`src/rtl/aurora_tx_packer.sv`:
```
// aurora_tx_packer
//
// Framing stage ahead of the Aurora TX FIFO. Each qualified sample strobe
// (SAMPLE_STB && ENABLE) is latched and written out as one contiguous burst:
// a header word, N_CH/2 packed channel words and, when built with
// AURORA_TX_PACKER_CHECKSUM_EN, a trailing 32-bit additive checksum. Frames
// that cannot be accepted (FIFO_FULL at the strobe, or block busy) are dropped
// whole and counted.
//
// Optional feature macro: AURORA_TX_PACKER_CHECKSUM_EN (checksum trailer word).
//
// Ports:
//   TX_CLOCK    in   clock, rising edge (FIFO write clock)
//   RESET_N     in   asynchronous active-low reset
//   ENABLE      in   gates acceptance of new strobes
//   SAMPLE_STB  in   one-cycle sample strobe
//   SAMPLE_DATA in   16*N_CH channel bits, channel i at [16i+15:16i]
//   FIFO_FULL   in   FIFO programmable-full, checked only at frame start
//   TX_DATA     out  word to FIFO din, holds while TX_CLK_EN is low
//   TX_CLK_EN   out  FIFO wr_en
//   SEQ_NUM     out  sequence number of the latest qualified strobe
//   DROP_CNT    out  dropped-frame count, saturating
//   BUSY        out  high while a frame is being written
//
// N_CH must be even, 2..64.

module aurora_tx_packer #(
  parameter int unsigned N_CH = 8
) (
  input  logic                TX_CLOCK,
  input  logic                RESET_N,
  input  logic                ENABLE,
  input  logic                SAMPLE_STB,
  input  logic [16*N_CH-1:0]  SAMPLE_DATA,
  input  logic                FIFO_FULL,
  output logic [31:0]         TX_DATA,
  output logic                TX_CLK_EN,
  output logic [15:0]         SEQ_NUM,
  output logic [15:0]         DROP_CNT,
  output logic                BUSY
);

  localparam int unsigned NWords = N_CH / 2;
  localparam int unsigned IdxW   = (NWords > 1) ? $clog2(NWords) : 1;
  localparam logic [IdxW-1:0] LastIdx = IdxW'(NWords - 1);
  localparam logic [7:0]      NChByte = 8'(N_CH);

  // State names the word currently presented on TX_DATA.
`ifdef AURORA_TX_PACKER_CHECKSUM_EN
  typedef enum logic [1:0] {StIdle, StHeader, StData, StCksum} state_e;
`else
  typedef enum logic [1:0] {StIdle, StHeader, StData} state_e;
`endif

  state_e              state_q;
  logic [16*N_CH-1:0]  sample_q;
  logic [IdxW-1:0]     k_q;
  logic [31:0]         tx_data_q;
  logic                tx_en_q;
  logic [15:0]         seq_q;
  logic [15:0]         drop_q;
  logic                busy_q;
`ifdef AURORA_TX_PACKER_CHECKSUM_EN
  logic [31:0]         cksum_q;
`endif

  logic        counted;
  logic        accept;
  logic        drop;
  logic [31:0] header_w;
  logic [31:0] cur_word;

  assign counted  = SAMPLE_STB && ENABLE;
  assign accept   = counted && (state_q == StIdle) && !FIFO_FULL;
  assign drop     = counted && !accept;
  assign header_w = {8'hA5, NChByte, seq_q + 16'd1};
  // Latched samples are consumed from the bottom; the low 32 bits always
  // hold the next pair (even channel goes to the upper half).
  assign cur_word = {sample_q[15:0], sample_q[31:16]};

  always_ff @(posedge TX_CLOCK or negedge RESET_N) begin
    if (!RESET_N) begin
      state_q   <= StIdle;
      sample_q  <= '0;
      k_q       <= '0;
      tx_data_q <= '0;
      tx_en_q   <= 1'b0;
      seq_q     <= '0;
      drop_q    <= '0;
      busy_q    <= 1'b0;
`ifdef AURORA_TX_PACKER_CHECKSUM_EN
      cksum_q   <= '0;
`endif
    end else begin
      if (counted) begin
        seq_q <= seq_q + 16'd1;
      end
      if (drop && (drop_q != 16'hFFFF)) begin
        drop_q <= drop_q + 16'd1;
      end

      unique case (state_q)
        StIdle: begin
          if (accept) begin
            sample_q  <= SAMPLE_DATA;
            tx_data_q <= header_w;
            tx_en_q   <= 1'b1;
            busy_q    <= 1'b1;
            state_q   <= StHeader;
`ifdef AURORA_TX_PACKER_CHECKSUM_EN
            cksum_q   <= header_w;
`endif
          end
        end
        StHeader: begin
          tx_data_q <= cur_word;
          sample_q  <= sample_q >> 32;
          k_q       <= '0;
          state_q   <= StData;
`ifdef AURORA_TX_PACKER_CHECKSUM_EN
          cksum_q   <= cksum_q + cur_word;
`endif
        end
        StData: begin
          if (k_q == LastIdx) begin
`ifdef AURORA_TX_PACKER_CHECKSUM_EN
            tx_data_q <= cksum_q;
            state_q   <= StCksum;
`else
            tx_en_q   <= 1'b0;
            busy_q    <= 1'b0;
            state_q   <= StIdle;
`endif
          end else begin
            tx_data_q <= cur_word;
            sample_q  <= sample_q >> 32;
            k_q       <= k_q + 1'b1;
`ifdef AURORA_TX_PACKER_CHECKSUM_EN
            cksum_q   <= cksum_q + cur_word;
`endif
          end
        end
`ifdef AURORA_TX_PACKER_CHECKSUM_EN
        StCksum: begin
          tx_en_q <= 1'b0;
          busy_q  <= 1'b0;
          state_q <= StIdle;
        end
`endif
        default: begin
          tx_en_q <= 1'b0;
          busy_q  <= 1'b0;
          state_q <= StIdle;
        end
      endcase
    end
  end

  assign TX_DATA   = tx_data_q;
  assign TX_CLK_EN = tx_en_q;
  assign SEQ_NUM   = seq_q;
  assign DROP_CNT  = drop_q;
  assign BUSY      = busy_q;

endmodule

```
`config.mk`:
```
export PLATFORM = sky130hd
export DESIGN_NAME = aurora_tx_packer
export DESIGN_NICKNAME = d
export VERILOG_FILES = /design/src/rtl/aurora_tx_packer.sv
export SDC_FILE = /design/constraint.sdc
export NUM_CORES = 1
export LEC_CHECK = 0
export BUFFER_PORTS_ARGS = -buffer_cell sky130_fd_sc_hd__buf_2
export CAP_MARGIN = 20
export CORE_ASPECT_RATIO = 0.9
export CORE_MARGIN = 2
export CORE_UTILIZATION = 41
export DETAILED_ROUTE_END_ITERATION = 10
export PLACE_DENSITY_LB_ADDON = 0.1
export SYNTH_ARGS = -nofsm -noshare
export SYNTH_HDL_FRONTEND = slang
export SYNTH_SLANG_ARGS = --single-unit
export TNS_END_PERCENT = 1
```
`constraint.sdc`:
```
create_clock -name TX_CLOCK -period 2.5 [get_ports TX_CLOCK]
set_input_delay 0.625 -clock TX_CLOCK [delete_from_list [all_inputs] [get_ports TX_CLOCK]]
set_output_delay 0.625 -clock TX_CLOCK [all_outputs]
set_load 0.005 [all_outputs]
```
# After elaboration in Yosys (flattened, before gate mapping)
# Index checks and enable logic that the tools add are counted.
# op_classes
addsub	3
eq_ne	7
mux	14
bitwise	1
reduce_logical	14
# ops
op	count
case mux 128 bit (3 select lines)	1
two-way mux 128 bit	2
case mux 32 bit (3 select lines)	1
two-way mux 32 bit	2
adder 16 x 1 -> 16 bit (second input constant)	2
inequality test 16 bit (second input constant)	1
two-way mux 2 bit	3
inequality test 2 bit (second input constant)	3
case mux 2 bit (3 select lines)	1
AND reduction 3 bit	2
logical AND 1 bit	5
== test 2 bit (second input constant)	2
case mux 2 bit (2 select lines)	1
AND reduction 2 bit	2
case mux 1 bit (3 select lines)	1
nonzero test 3 bit	1
adder 2 x 1 -> 2 bit (second input constant)	1
== test 2 x 1 -> 1 bit (second input constant)	1
logical NOT 1 bit	2
logical NOT 2 bit	1
two-way mux 1 bit	2
nonzero test 2 bit	1
inverter 1 bit	1
# totals
register_bits	197
in_bits	133
out_inout_bits	66
elab_cells	46

# Depth between registers and ports, before layout
# logic_depth
depth_word	6
depth_mapped	10
mapped_depth_nobuf	6

# Worst setup path before layout
# Ideal clock, no wire load.
# synth_path
path_type	in2reg
from	in FIFO_FULL
to	reg sample_q[65]
setup_ns	0.135
t_arrival_ns	1.636
required_ns	2.365
path_slack_ns	0.729
stages	7
n_path_buf	3
path_cell_list	nand3b_4 -> a22o_4 -> buf_6 -> buf_2 -> buf_2 -> nand2_1 -> o21ai_0
# synth_via
elab_chain_cells	4
# synth_rtl
item	line	text
from (decl)	35	input logic FIFO_FULL,
logical NOT 1 bit	74	assign accept = counted && (state_q == StIdle) && !FIFO_FULL;
logical AND 1 bit	74	
inequality test 2 bit (no line)	--	
AND reduction 3 bit (no line)	--	
to (signal assigned)	117	sample_q <= sample_q >> 32;
to (signal assigned)	136	sample_q <= sample_q >> 32;
to (decl)	56	logic [16*N_CH-1:0] sample_q;
# No other way between the ends.
# A chain may end at the register's enable or synchronous reset.

# Worst setup path after layout
# layout_path
from	reg state_q[0]
to	reg sample_q[2]
# layout_via
elab_chain_cells	5
word_cells_on_any_way	10
classes_between	4 x eq/ne; 1 x mux; 5 x reduce/logical
# layout_rtl
item	line	text
from (decl)	55	state_e state_q;
from (signal assigned)	83	state_q <= StIdle;
from (signal assigned)	109	state_q <= StHeader;
from (signal assigned)	119	state_q <= StData;
logical NOT 2 bit	74, 102	
logical AND 1 bit (2 in a row)	74	
inequality test 2 bit (no line)	--	
AND reduction 3 bit (no line)	--	
# Parallel ways exist; a longest one is shown, timed or not.

==> reports/summary.md <==
The run finished with clean final reports. The tools report the origin of the critical flop-to-flop path as state_q[0]. The worst register-to-register path has a depth of 6. The tools report the total internal power as 8.78 mW. The run gives 0 as the number of hold violations in the final report.

The region available for standard cell placement spans 21800 um^2. In this run the cell area of the synthesized design comes to 9120 um^2. Element type at the critical path start: a register. The worst setup path is captured at a register. For the sum of negative setup slack, the log shows 0 ps. Setup repair after global routing left no endpoint under its margin. TritonCTS built the clock tree.

During placement, the flow inserted port buffers numbering 198. Summed over all cells, the static leakage comes to 5.42 nW. After clock tree synthesis, the clock-pin slew on the worst setup and hold paths is 80 ps.

Along the worst path, the maximum fanout reaches 48. The critical path depth in cells came out at 6. The initial core utilization is 41.9%. Post-CTS resize count: 0.

Internal reg-to-reg setup slack: 420 ps. Count of standard-cell rows: 51. In the final layout, the share of cells above drive strength 1 is 24.2%.

The height of the die was 146 um; the via count of the first global-routing pass was 6701. Dividing the detail-routed via count by the number of cells gives 4.98. Across the VDD grid, the largest voltage drop is 1010 uV.

In this run the critical register-to-register path is captured at sample_q[2]. The number of buffers on the longest clock path is 2, and the number of antenna violations at the first check in global routing is 9. The final net count is 1231, and the count of antenna-violating nets left after detailed routing is 0. At the end of routability-driven placement, the weighted congestion stood at 0.875.

Tracing the worst setup path back leads to its startpoint at state_q[0]. Per report_power, the clock group accounts for 18.5% of the total. The count of flip-flops with a built-in enable after synthesis works out to 0. In this run, synthesis produced a sequential element count of 197. Max-cap violations in this run came to 0. In the finished design, the share of the clock period the worst path needs comes to 83.4%. The H-tree generated during clock tree synthesis spans 4 levels. The number of setup buffers added after CTS was 0; the number of buffer and inverter instances along the worst setup path was 2. The number of violations reported at the end of detailed-routing iteration 0 came out at 420. The clock skew was 11.1 ps; the number of warning messages in the yosys log was 0. The highest cell delay on the worst timing path is 510 ps.

Walking the worst path, the cells encountered are inv_1 -> ha_1 -> o21bai_4 -> a22o_4 -> buf_4 -> o21ai_0. The final count of pins violating max slew was 0. The tools report the sequential element share of the synthesized area as 54.0%.

At the pin with the least slew margin, the transition time is 618 ps. The global router's overall resource usage is 19.7%. The die covers 23500 um^2. The total net switching power was 6.33 mW. The count of pins on the block boundary is 199. The tools report the number of hold buffers added after CTS as 0. After detailed routing, the total wire length is 22.8 mm. Per-cell routed wire length: 16.2 um. For this block, the via count after detailed routing is 6989. In this design, the largest share of critical-path delay is due to compound AO/OA/AOI/OAI gates. The sequential group share of total power was 35.7%; the number of nets in the synthesized netlist was 1054.

Of all flip-flops after synthesis, the portion carrying an async set or reset was 100%. The clock tree root buffer cell is clkbuf_16. The overall power consumption came out at 15.1 mW.

The logs give 0 for the count of final setup violators and 0 for the post-detailed-route DRC marker count. Counting I/O delays and the setup requirement, the final critical path takes 2080 ps. In this run the worst hold path is classified as in2async. Measured along the x axis, the die boundary spans 161 um.

The most used flip-flop cell after synthesis is dfrtp_1. Leaving out fill and tap cells, the most frequent cell in the layout is nand2_1. Yosys mapped the design onto 46 distinct sky130hd cell types. For this design, the slowest cell found on the critical path is a22o_4. The clock latency at the later pin of the worst-skew pair was 430 ps; the number of detailed-route iterations in the first pass was 5. The combinational fraction of design power came out at 45.8%. The arrival time at the worst endpoint was 2390 ps. Summed over all layers, the global routing overflow is 0.

The data required time at the worst endpoint was 2810 ps. Clock tree synthesis inserted a total of 17 buffers. Detailed placement finished with a half-perimeter wire length of 16.4 mm. For this design the ratio of total power to cell area is 1360 nW/um^2. Based on the critical path, the design can be clocked at up to 480 MHz.

The cell count after synthesis came out at 915. The first global-routing pass estimated 36.8 mm of wire. The type of the worst setup path was reg2reg.

In this run the tightest slew margin relative to its limit is 58.2%. Compared with the post-synthesis result, the final layout area differs by 21.9%. The largest net degree at the start of global routing is 63. Clock tree synthesis found a total of 197 sinks. After synthesis, the mean cell area works out to 9.97 um^2.

The library cells used most frequently in the layout, excluding fill and tap cells, are nand2_1, dfrtp_1, buf_2. In this run switching power makes up 41.9% of total power.
-- kinds of logic (layout without fill, tap and decap cells) --
family,count (synthesis),after routing,share of synthesized area (%)
buf+inv,75,265,3.80
flops,197,197,54.0
other cells,0,8,0
compound gates,148,148,9.38
mux,104,104,11.5
xor+xnor,37,37,3.55
simple gates,348,348,17.0
fa+ha+maj,6,6,0.823
-- cell usage after synthesis (all sizes together), types with 2 or more instances --
master     n  area [um^2]
or3        2         12.5
and2       3         18.8
nor2b      2         12.5
a22o       2         26.3
nor2      16         60.1
mux2i    100         1000
a21oi      7         35.0
xor2      15          131
xnor2     22          193
o21a       3         22.5
mux2       4         45.0
clkbuf    30          118
and4       2         17.5
dfrtp    197         4930
inv       11         41.3
o21ai    112          561
o41ai      2         17.5
ha         6         75.1
o211ai     6         45.0
nand3     56          290
nand2    218          818
o22ai      2         12.5
nor3      14         75.1
buf       34          188
and3       4         25.0
o31a       2         17.5
o2111ai    2         17.5
nor4      11         75.1
a31oi      5         31.3
nand4     13         81.3
nand2b     4         25.0
-- worst max-delay path by stage --
stage | endpoint | slack [ps]
2_1_floorplan | sample_q[65] | 730
3_3_place_gp | sample_q[66] | 480
3_5_place_dp | sample_q[2] | 420
4_1_cts | sample_q[2] | 410
5_1_grt | sample_q[2] | 250
6_report | sample_q[2] | 420
-- cell type report --
| cell class | count | area (um^2) |
|---|---|---|
| Inverter | 11 | 41.3 |
| Sequential cell | 197 | 4930 |
| Antenna cell | 8 | 20.0 |
| Tap cell | 291 | 364 |
| Clock inverter | 15 | 180 |
| Timing Repair Buffer | 222 | 1310 |
| Multi-Input combinational cell | 643 | 3860 |
| Clock buffer | 17 | 425 |
| Fill cell | 2093 | 10600 |
-- registers in the layout (all words and copies together), names as in the netlist --
| name | count |
|---|---|
| TX_DATA | 32 |
| state_q | 2 |
| sample_q | 128 |
| DROP_CNT | 16 |
| SEQ_NUM | 16 |
| BUSY | 1 |
| k_q | 2 |
-- power by group through the flow --
stage	Sequential [mW]	Clock (mW)	Combinational (mW)
2_1_floorplan	5.18	0	5.10
4_1_cts	5.40	2.87	7.05
3_5_place_dp	5.47	0	7.03
3_3_place_gp	5.43	0	6.92
6_report	5.39	2.80	6.92
5_1_grt	5.56	3.01	7.81
-- worst register-to-register path: cells and delay by family (launching register included) --
| family | cells | cell delay [ps] |
|---|---|---|
| compound gates | 3 | 830 |
| flops | 1 | 380 |
| buf+inv | 2 | 470 |
| fa+ha+maj | 1 | 290 |
-- per-stage QoR --
| step | utilization (%) | setup WS (ps) | hold slack (ps) | cell area [um^2] | cells |
|---|---|---|---|---|---|
| 2_1_floorplan | - | 729 | 329 | 9120 | 915 |
| 3_3_place_gp | 48.3 | 478 | 446 | 10500 | 1364 |
| 3_5_place_dp | 48.3 | 421 | 453 | 10500 | 1364 |
| 4_1_cts | 51.0 | 408 | 182 | 11100 | 1396 |
| 5_1_grt | 51.1 | 252 | 206 | 11100 | 1400 |
| 6_report | 51.1 | 416 | 181 | 11100 | 1404 |
-- layer usage --
layer | track usage (%) | up-vias | share of wire (%) | wire length [um]
met5 | 0 | - | 0.11 | 24
met4 | 5.80 | 4 | 1.7 | 384
met3 | 5.16 | 26 | 5.4 | 1240
met2 | 28.4 | 171 | 44 | 10000
met1 | 29.3 | 3269 | 49 | 11100
li1 | - | 3519 | - | -
(Power assumes the default switching activity.)
